==> src/rtl/sprite_pkg.sv <==
// Shared definitions for the mouse sprite path.
// Holds the sprite geometry constants and the loader FSM state encoding
// so that the loader and anything observing its state agree on one type.
package sprite_pkg;

    localparam int H_SIZE   = 128;
    localparam int V_SIZE   = 128;
    localparam int SPR_ADDR = 14;

    typedef enum logic [1:0] {
        IDLE,
        LOAD,
        DONE
    } loader_state_t;

endpackage

==> src/rtl/bit_unpacker.sv <==
// One-byte buffer that hands out its bits one at a time, bit 0 first.
// Ports:
//   clk, reset - rising-edge clock, synchronous active-high reset
//   clear      - empty the buffer and rewind the index (start of an upload)
//   load       - capture data; the buffer becomes full with idx = 0
//   data       - byte to capture on load
//   shift      - the current bit has been consumed; advance idx
//   full       - the buffer holds unconsumed bits
//   idx        - index of the bit currently presented
//   bit_out    - the bit at idx
module bit_unpacker (
    input  logic       clk,
    input  logic       reset,
    input  logic       clear,
    input  logic       load,
    input  logic [7:0] data,
    input  logic       shift,
    output logic       full,
    output logic [2:0] idx,
    output logic       bit_out
);

    logic [7:0] shift_buf;

    // load wins over shift: when bit 7 is consumed in the same cycle that a
    // new byte arrives, the buffer refills directly and stays full.
    always_ff @(posedge clk) begin
        if (reset || clear) begin
            shift_buf <= '0;
            full      <= 1'b0;
            idx       <= '0;
        end else if (load) begin
            shift_buf <= data;
            full      <= 1'b1;
            idx       <= '0;
        end else if (shift && full) begin
            idx <= idx + 3'd1;
            if (idx == 3'd7) begin
                full <= 1'b0;
            end
        end
    end

    assign bit_out = shift_buf[idx];

endmodule

==> src/rtl/sprite_ram_loader.sv <==
// Streams a packed 1-bit-per-pixel image into the sprite RAM.
// Each accepted byte becomes eight sequential RAM writes, bit 0 first,
// covering addresses 0 .. 2^ADDR-1 once per upload.
// Ports:
//   clk, reset     - rising-edge clock, synchronous active-high reset
//   start          - begin an upload (only acted on while idle)
//   s_data/s_valid - packed pixel byte stream, s_ready is the loader side
//   we/addr_w/pixel_in - registered sprite RAM write port
//   busy           - upload in progress
//   done           - one-cycle pulse after the final write
//   fsm_state      - current loader state, for observation
//
// Handshake: a byte moves on a rising edge where s_valid and s_ready are both
// 1. s_ready depends only on state and registers, never on s_valid; the
// source must hold s_data stable while s_valid is 1 and s_ready is 0.
module sprite_ram_loader
    import sprite_pkg::*;
#(
    parameter int ADDR = SPR_ADDR,
    parameter int CD   = 12
) (
    input  logic            clk,
    input  logic            reset,
    input  logic            start,
    input  logic [7:0]      s_data,
    input  logic            s_valid,
    output logic            s_ready,
    output logic            we,
    output logic [ADDR-1:0] addr_w,
    output logic [CD-1:0]   pixel_in,
    output logic            busy,
    output logic            done,
    output loader_state_t   fsm_state
);

    localparam logic [ADDR-1:0] LAST_ADDR = '1;

    loader_state_t   state;
    loader_state_t   state_next;
    logic [ADDR-1:0] addr_cnt;
    logic            full;
    logic [2:0]      idx;
    logic            bit_out;
    logic            fire;
    logic            accept;
    logic            clear;
    logic            at_last;
    logic            final_seen;

    // fire: a pixel is written this edge (registered onto the RAM port).
    assign fire       = (state == LOAD) && full;
    assign accept     = s_valid && s_ready;
    assign at_last    = (addr_cnt == LAST_ADDR);
    // The last write is visible on the port; the upload is complete and no
    // further byte may be taken while the FSM steps to DONE.
    assign final_seen = we && (addr_w == LAST_ADDR);
    assign fsm_state  = state;

    bit_unpacker u_unpacker (
        .clk     (clk),
        .reset   (reset),
        .clear   (clear),
        .load    (accept),
        .data    (s_data),
        .shift   (fire),
        .full    (full),
        .idx     (idx),
        .bit_out (bit_out)
    );

    always_ff @(posedge clk) begin
        if (reset) begin
            state <= IDLE;
        end else begin
            state <= state_next;
        end
    end

    always_comb begin
        state_next = state;
        s_ready    = 1'b0;
        busy       = 1'b0;
        done       = 1'b0;
        clear      = 1'b0;
        case (state)
            IDLE: begin
                if (start) begin
                    clear      = 1'b1;
                    state_next = LOAD;
                end
            end
            LOAD: begin
                busy = 1'b1;
                // Taking a byte while bit 7 is written keeps writes
                // back-to-back, except when bit 7 is the last pixel.
                s_ready = !final_seen && (!full || (idx == 3'd7 && !at_last));
                if (final_seen) begin
                    state_next = DONE;
                end
            end
            DONE: begin
                done       = 1'b1;
                state_next = IDLE;
            end
            default: begin
                state_next = IDLE;
            end
        endcase
    end

    // Write port and address counter. The counter stops at the last
    // address rather than wrapping; the buffer is empty by then anyway.
    always_ff @(posedge clk) begin
        if (reset) begin
            we       <= 1'b0;
            addr_w   <= '0;
            pixel_in <= '0;
            addr_cnt <= '0;
        end else begin
            we <= fire;
            if (clear) begin
                addr_cnt <= '0;
            end else if (fire && !at_last) begin
                addr_cnt <= addr_cnt + 1'b1;
            end
            if (fire) begin
                addr_w   <= addr_cnt;
                pixel_in <= {{(CD-1){1'b0}}, bit_out};
            end
        end
    end

endmodule

==> config.mk <==
export PLATFORM = sky130hd
export DESIGN_NAME = sprite_ram_loader
export DESIGN_NICKNAME = d
export VERILOG_FILES = /design/src/rtl/sprite_pkg.sv /design/src/rtl/bit_unpacker.sv /design/src/rtl/sprite_ram_loader.sv
export SDC_FILE = /design/constraint.sdc
export NUM_CORES = 1
export LEC_CHECK = 0
export ABC_AREA = 1
export CAP_MARGIN = 20
export CORE_MARGIN = 2
export CORE_UTILIZATION = 45
export DETAILED_ROUTE_END_ITERATION = 8
export MAX_ROUTING_LAYER = met4
export PLACE_DENSITY = 0.73
export SETUP_SLACK_MARGIN = 0.05
export SLEW_MARGIN = 25
export SYNTH_ARGS = -nofsm -noshare
export SYNTH_HDL_FRONTEND = slang
export SYNTH_SLANG_ARGS = --single-unit
==> constraint.sdc <==
create_clock -name clk -period 1.4 [get_ports clk]
set_input_delay 0.14 -clock clk [delete_from_list [all_inputs] [get_ports clk]]
set_output_delay 0.14 -clock clk [all_outputs]
set_load 0.01 [all_outputs]
==> impl_metrics.tcl, run 1 <==
set metrics [dict create \
    period_minus_slack_ns 1.536 \
    cts_buffers 5 \
    drtIter0Drc 181 \
    yosysMostFrequentCell "nand2_1" \
    htree_num_levels 2 \
    ys.flop_type "dfxtp_1" \
    syn_to_final_growth_pct 47.16 \
    crit_chain "ha_4 > nand3_4 > nor2_4 > nand2_4 > nand2_4 > nand2_4 > and2_4 > buf_6" \
    async_reset_ff_frac 0 \
    clkSinkCount 44 \
    ant_nets 0 \
    ios 44 \
    grt-ovfl-total 0 \
    row_count 26 \
    cts_buffer_depth 2 \
    vdd_ir_drop_max_v 0.0004176 \
    violations "setup timing" \
    viasPerCell 4.794 \
    comb_power_share 0.120 \
    antenna_found_initial 0 \
    wire_per_inst_um 12.56 \
    drc 0 \
    final_util 0.6824 \
    grt_pass1_vias 2259 \
    syn-cell-area_um2 2354 \
    cts-root-buf "clkbuf_8" \
    crit_path_end_kind "primary output" \
    grtUsageTotal 0.2146 \
    leakagePower_uw 0.001562 \
    rsz0062_at_grt "true" \
    cp.required_ns 1.26 \
    chipWidth_um 76.32 \
    hold_violations 0 \
    reg2reg_slack_ns -0.09 \
    clkTransAtPathRegs_ns 0.08 \
    numPortBuffers 32 \
    final_nets 444 \
    preCtsSetupSlack_ns -0.2581 \
    synth-seq-cells 44 \
    drt-total-wl_um 6279 \
    power.switching_uw 625.7 \
    avgSynthCellArea_um2 6.984 \
    hold_ws_ns 0.4729 \
    slowest_delay_ns 0.36 \
    worstPathArrival_ns 1.40 \
    design.die.area_um2 5825 \
    ys_seq_area_frac 0.3743 \
    cp_max_fo 2 \
    vias 2397 \
    synth_top_area_cell "dfxtp_1" \
    whs_path_depth 2 \
    clock_latency_ns 0.30 \
    drive_above_1_share 0.3535 \
    antenna_cells 0 \
    skew_ns 0.003669 \
    ys_top_cells_by_area "dfxtp_1, nand2_1, inv_1, a21oi_1, nor2_1" \
    drv_cap 0 \
    cpMostUsedCell "nand2_4" \
    synth_top_area_share 0.3743 \
    dp_hpwl_um 3975 \
    finalCritPeriodShare 1.097 \
    fillers 383 \
    start_util 0.4638 \
    first_pass_iters 4 \
    setup_viol 15 \
    p_per_area_nw_per_um2 735.3 \
    rr_startpoint "addr_cnt[0]" \
    path_class "flip-flop to primary output" \
    min_path_type "flip-flop to flip-flop" \
    clockPowerShare 0.381 \
    status "complete, but fails checks" \
    reg2regPathDepth 11 \
    grt_max_degree 20 \
    slew_viol_final 0 \
    place.gp.congestion 0.8048 \
    max_freq_mhz 651.2 \
    crit_slowest_cell "dfxtp_2" \
    ys_types 34 \
    ys_top_cells_by_count "nand2_1, dfxtp_1, inv_1, nor2_1, a21oi_1" \
    hp-start "pixel_in[0]" \
    core_um2 5075 \
    grt_pass1_wl_um 10010 \
    fp.dieH_um 76.32 \
    timing.rr.end "u_unpacker.idx[1]" \
    min_to "pixel_in[0]" \
    p_seq_frac 0.499 \
    p_int_uw 1921 \
    switching_share 0.2457 \
    synth_edf_count 0 \
    synth_cells 337 \
    tritoncts "built" \
    fin_ws_ns -0.1357 \
    cp-start-kind "flip-flop" \
    synth_warnings 0 \
]
[what timing repair did]
item,4_1_cts,5_1_grt
buffers inserted,5,3
gates resized for setup,53,52
pin swaps,14,15
hold buffers,0,0
cloned,3,0
setup endpoints to repair,45,42
[routing by layer]
layer	vias to the layer above	track usage	routed length, µm
met5	-	-	0
met4	0	0.05636	65
met3	8	0.04976	374
met2	97	0.3558	3128
met1	1084	0.2641	2712
li1	1208	-	-
[cell usage in the layout, fill, tap and decap left out, types with 3 or more instances in the layout]
| cell type | count |
|---|---|
| dlygate4sd2_1 | 16 |
| clkbuf_8 | 5 |
| nor2_1 | 30 |
| nor2_4 | 4 |
| nor2_2 | 4 |
| conb_1 | 11 |
| a21oi_1 | 18 |
| a21oi_2 | 10 |
| nand3_1 | 7 |
| buf_6 | 5 |
| nand4_1 | 8 |
| inv_2 | 13 |
| buf_4 | 55 |
| clkdlybuf4s50_1 | 11 |
| nand2_2 | 13 |
| inv_1 | 32 |
| dfxtp_1 | 35 |
| o211ai_1 | 3 |
| nand2_1 | 90 |
| o21ai_0 | 4 |
| nand2_4 | 5 |
| nand3_4 | 3 |
| dfxtp_2 | 8 |
[power groups by stage]
stage	combinational (µW)	clock, µW	sequential (µW)
2_1_floorplan	173	0	1300
3_3_place_gp	243	0	1300
3_5_place_dp	246	0	1300
4_1_cts	279	992	1270
5_1_grt	331	1050	1270
6_report	305	971	1270
[worst max path at each step]
stage | start | cells past startpoint | slack, ns | endpoint
2_1_floorplan | addr_cnt[1] | 8 | 0.06 | addr_cnt[7]
3_3_place_gp | addr_cnt[1] | 8 | -0.24 | s_ready
3_5_place_dp | addr_cnt[1] | 8 | -0.26 | s_ready
4_1_cts | addr_cnt[0] | 8 | -0.14 | s_ready
5_1_grt | addr_cnt[0] | 8 | -0.21 | s_ready
6_report | addr_cnt[0] | 8 | -0.14 | s_ready
[layout make-up]
class | count | area (µm²) | share of cell area
well taps | 70 | 87.58 | 0.02529
inverters | 49 | 196.4 | 0.05672
clock inverters | 3 | 42.54 | 0.01228
repair buffers | 95 | 837.1 | 0.2417
flip-flops and latches | 44 | 894.6 | 0.2583
clock buffers | 5 | 68.82 | 0.01987
multi-input cells | 234 | 1336 | 0.3858
[worst max-delay path, delay by kind of cell, from the launching register on]
kind / cells / cell delay [ns]
and+or+nand+nor: 6 / 0.48
buffers and inverters: 1 / 0.11
adders and majority gates: 1 / 0.15
DFF: 1 / 0.36
[cell families (layout without fill, tap and decap cells)]
logic type | count (synthesis) | in the layout | share of synthesized area
adder cells (fa/ha/maj) | 3 | 3 | 0.01595
AND/OR/NAND/NOR | 176 | 177 | 0.3541
AO/OA/AOI/OAI | 39 | 39 | 0.09038
XOR/XNOR | 4 | 4 | 0.01489
buffers and inverters | 70 | 152 | 0.1489
other | 1 | 11 | 0.001593
flip-flops | 44 | 44 | 0.3743
[metrics by stage]
| stage | area (µm²) | power (µW) | instances | setup TNS [ns] |
|---|---|---|---|---|
| after CTS | 3324 | 2544 | 497 | -1.076 |
| after floorplan | 2406 | 1476 | 347 | 0 |
| final | 3463 | 2546 | 500 | -0.9506 |
| after detailed placement | 3058 | 1549 | 481 | -1.260 |
| after global placement | 3058 | 1545 | 481 | -0.5235 |
| after global routing | 3463 | 2656 | 500 | -2.559 |
[registers in the layout (all words and copies together) (netlist names)]
name	cells
fsm_state	2
u_unpacker.idx	3
pixel_in	1
addr_cnt	14
we	1
u_unpacker.shift_buf	8
addr_w	14
u_unpacker.full	1
Note: power is estimated with default switching activity, not from simulation.
==> inputs of run 2 (changes only) <==
--- a/config.mk
+++ b/config.mk
@@ -11,7 +11,7 @@
 export CORE_UTILIZATION = 45
 export DETAILED_ROUTE_END_ITERATION = 8
 export MAX_ROUTING_LAYER = met4
-export PLACE_DENSITY = 0.73
+export PLACE_DENSITY = 0.7
 export SETUP_SLACK_MARGIN = 0.05
 export SLEW_MARGIN = 25
 export SYNTH_ARGS = -nofsm -noshare
==> constraint.sdc (replaced) <==
create_clock -name clk -period 1.55 [get_ports clk]
set_input_delay 0.155 -clock clk [delete_from_list [all_inputs] [get_ports clk]]
set_output_delay 0.155 -clock clk [all_outputs]
set_load 0.01 [all_outputs]
==> run 2 against run 1 <==
The flow still finishes with violations (setup timing). Wire length is 7.1% lower. Critical path depth did not move. Combinational power decreased by 23%. Clock skew is 0.0022 ns higher. First-iteration DRC count decreased by 45%. Critical path type unchanged. Highest routed layer unchanged.
==> impl_metrics.tcl, run 2 (same netlist as run 1, synthesis figures left out) <==
set metrics [dict create \
    status "complete, but fails checks" \
    violations "setup timing" \
    skew_ns 0.005913 \
    cts_buffer_depth 2 \
    hold_buffers 0 \
    finalCritPeriodShare 1.036 \
    preCtsSetupSlack_ns -0.1798 \
    drc 0 \
    start_util 0.4638 \
    vias 2311 \
    max_freq_mhz 622.8 \
    final_nets 436 \
    fin_ws_ns -0.05555 \
    final_common_cell "nand2_1" \
    clkTransAtPathRegs_ns 0.08 \
    cpMostUsedCell "nand2_4" \
    hold_violations 0 \
    path_class "flip-flop to primary output" \
    htree_num_levels 2 \
    place.gp.congestion 0.8422 \
    dp_hpwl_um 3983 \
    cts-root-buf "clkbuf_8" \
    drt-total-wl_um 5836 \
    cp_top_family "simple AND/OR/NAND/NOR gates" \
    reg2reg_slack_ns 0.06 \
    leakagePower_uw 0.001387 \
    antenna_cells 0 \
    cp-start-kind "flip-flop" \
    timing.rr.end "u_unpacker.shift_buf[5]" \
    setup_tns_ns -0.05555 \
    cts_buffers 5 \
    crit_chain "ha_4 > nand3_4 > nor2_4 > nand2_4 > nand2_4 > nand2_4 > and2_4 > buf_6" \
    worstPathArrival_ns 1.45 \
    numPortBuffers 32 \
    antenna_found_initial 0 \
    slew_viol_final 0 \
    chipWidth_um 76.32 \
    grt_pass1_vias 2105 \
    cp_max_fo 2 \
    first_pass_iters 4 \
    viasPerCell 4.697 \
    design_area_um2 3297 \
    grt_pass1_wl_um 9384 \
    rsz0062_at_grt "true" \
    final_cell_mix "nand2_1, buf_4, inv_1, dfxtp_1, nor2_1" \
    crit_path_end_kind "primary output" \
    ios 44 \
    cp.required_ns 1.39 \
    reg2regPathDepth 11 \
    min_path_type "flip-flop to flip-flop" \
    rr_startpoint "addr_cnt[1]" \
    min_to "pixel_in[0]" \
    setup_viol 1 \
    hp-start "pixel_in[0]" \
    tritoncts "built" \
    clock_latency_ns 0.30 \
    p_per_area_nw_per_um2 715.4 \
    drv_cap 0 \
    row_count 26 \
    grt-ovfl-total 0 \
    cp_num_buf_inv 1 \
    ant_nets 0 \
    slowest_delay_ns 0.36 \
    clkSinkCount 44 \
    fp.dieH_um 76.32 \
    grtUsageTotal 0.2023 \
    dpl_cell_area_um2 3000 \
    top_regs "addr_cnt: 14 flops, addr_w: 14 flops, u_unpacker.shift_buf: 8 flops" \
    core_um2 5075 \
    wire_per_inst_um 11.86 \
    vdd_ir_drop_max_v 0.0003100 \
    syn_to_final_growth_pct 40.08 \
    crit_slowest_cell "dfxtp_2" \
    drtIter0Drc 100 \
    period_minus_slack_ns 1.606 \
    whs_path_depth 2 \
    design.die.area_um2 5825 \
    grt_max_degree 20 \
    drive_above_1_share 0.2559 \
]
run 2: cell count changes in the layout (fill, tap and decap cells not counted), sizes merged:
cell / delta
clkbuf: +1
clkinv: -1
dlygate4sd2: -14
dlymetal6s2s: -2
clkdlybuf4s50: +18
buf: -9
clkinvlp: -1
run 2: report_power, final:
| part | internal [µW] | switching, µW |
|---|---|---|
| clock | 569 | 405 |
| combinational | 96.9 | 137 |
| sequential | 1140 | 7.55 |
| total | 1810 | 550 |
run 2: tightest hold or removal path: stages, from the launching register on:
cell and delay, ns:
dfxtp_1 0.32, nand2_1 0.06, a21oi_1 0.06
run 2: routing by layer:
layer  track usage  part of all wire  up-vias
met1        0.2620              0.45     1015
met2        0.3319              0.48       92
met4       0.06364             0.019        0
li1              -                 -     1192
met3       0.02488             0.056       12
met5             -                 0        -
run 2: repair_timing:
item / 4_1_cts / 5_1_grt
buffers inserted: 1 / 5
pin swaps: 2 / 7
endpoints found under the setup margin: 25 / 25
endpoints found under the hold margin: 0 / 0
gates cloned: 0 / 1
resized for setup: 14 / 21
run 2: cell type report:
| cell class | instances | area, µm² |
|---|---|---|
| Inverter | 49 | 193.9 |
| Clock buffer | 7 | 96.34 |
| Clock inverter | 1 | 30.03 |
| Fill cell | 462 | 1778 |
| Timing Repair Buffer | 87 | 752.0 |
| Multi-Input combinational cell | 234 | 1252 |
| Sequential cell | 44 | 884.6 |
| Tap cell | 70 | 87.58 |
run 2: worst max-delay path by stage:
stage / from / to / slack, ns / depth (start not counted)
after floorplan: addr_cnt[0] / addr_cnt[7] / 0.09 / 8
after global placement: addr_cnt[0] / s_ready / -0.14 / 8
after detailed placement: addr_cnt[0] / s_ready / -0.18 / 8
after CTS: addr_cnt[0] / s_ready / -0.07 / 8
after global routing: addr_cnt[4] / s_ready / -0.13 / 9
final: addr_cnt[1] / s_ready / -0.06 / 8
run 2: metrics by stage:
step	hold slack [ns]	instances	power, µW	utilization
2_1_floorplan	0.3788	347	1333	-
3_5_place_dp	0.4656	477	1391	0.5912
3_3_place_gp	0.4620	477	1387	0.5912
5_1_grt	0.5131	492	2424	0.6497
6_report	0.4760	492	2358	0.6497
4_1_cts	0.4783	486	2346	0.6233
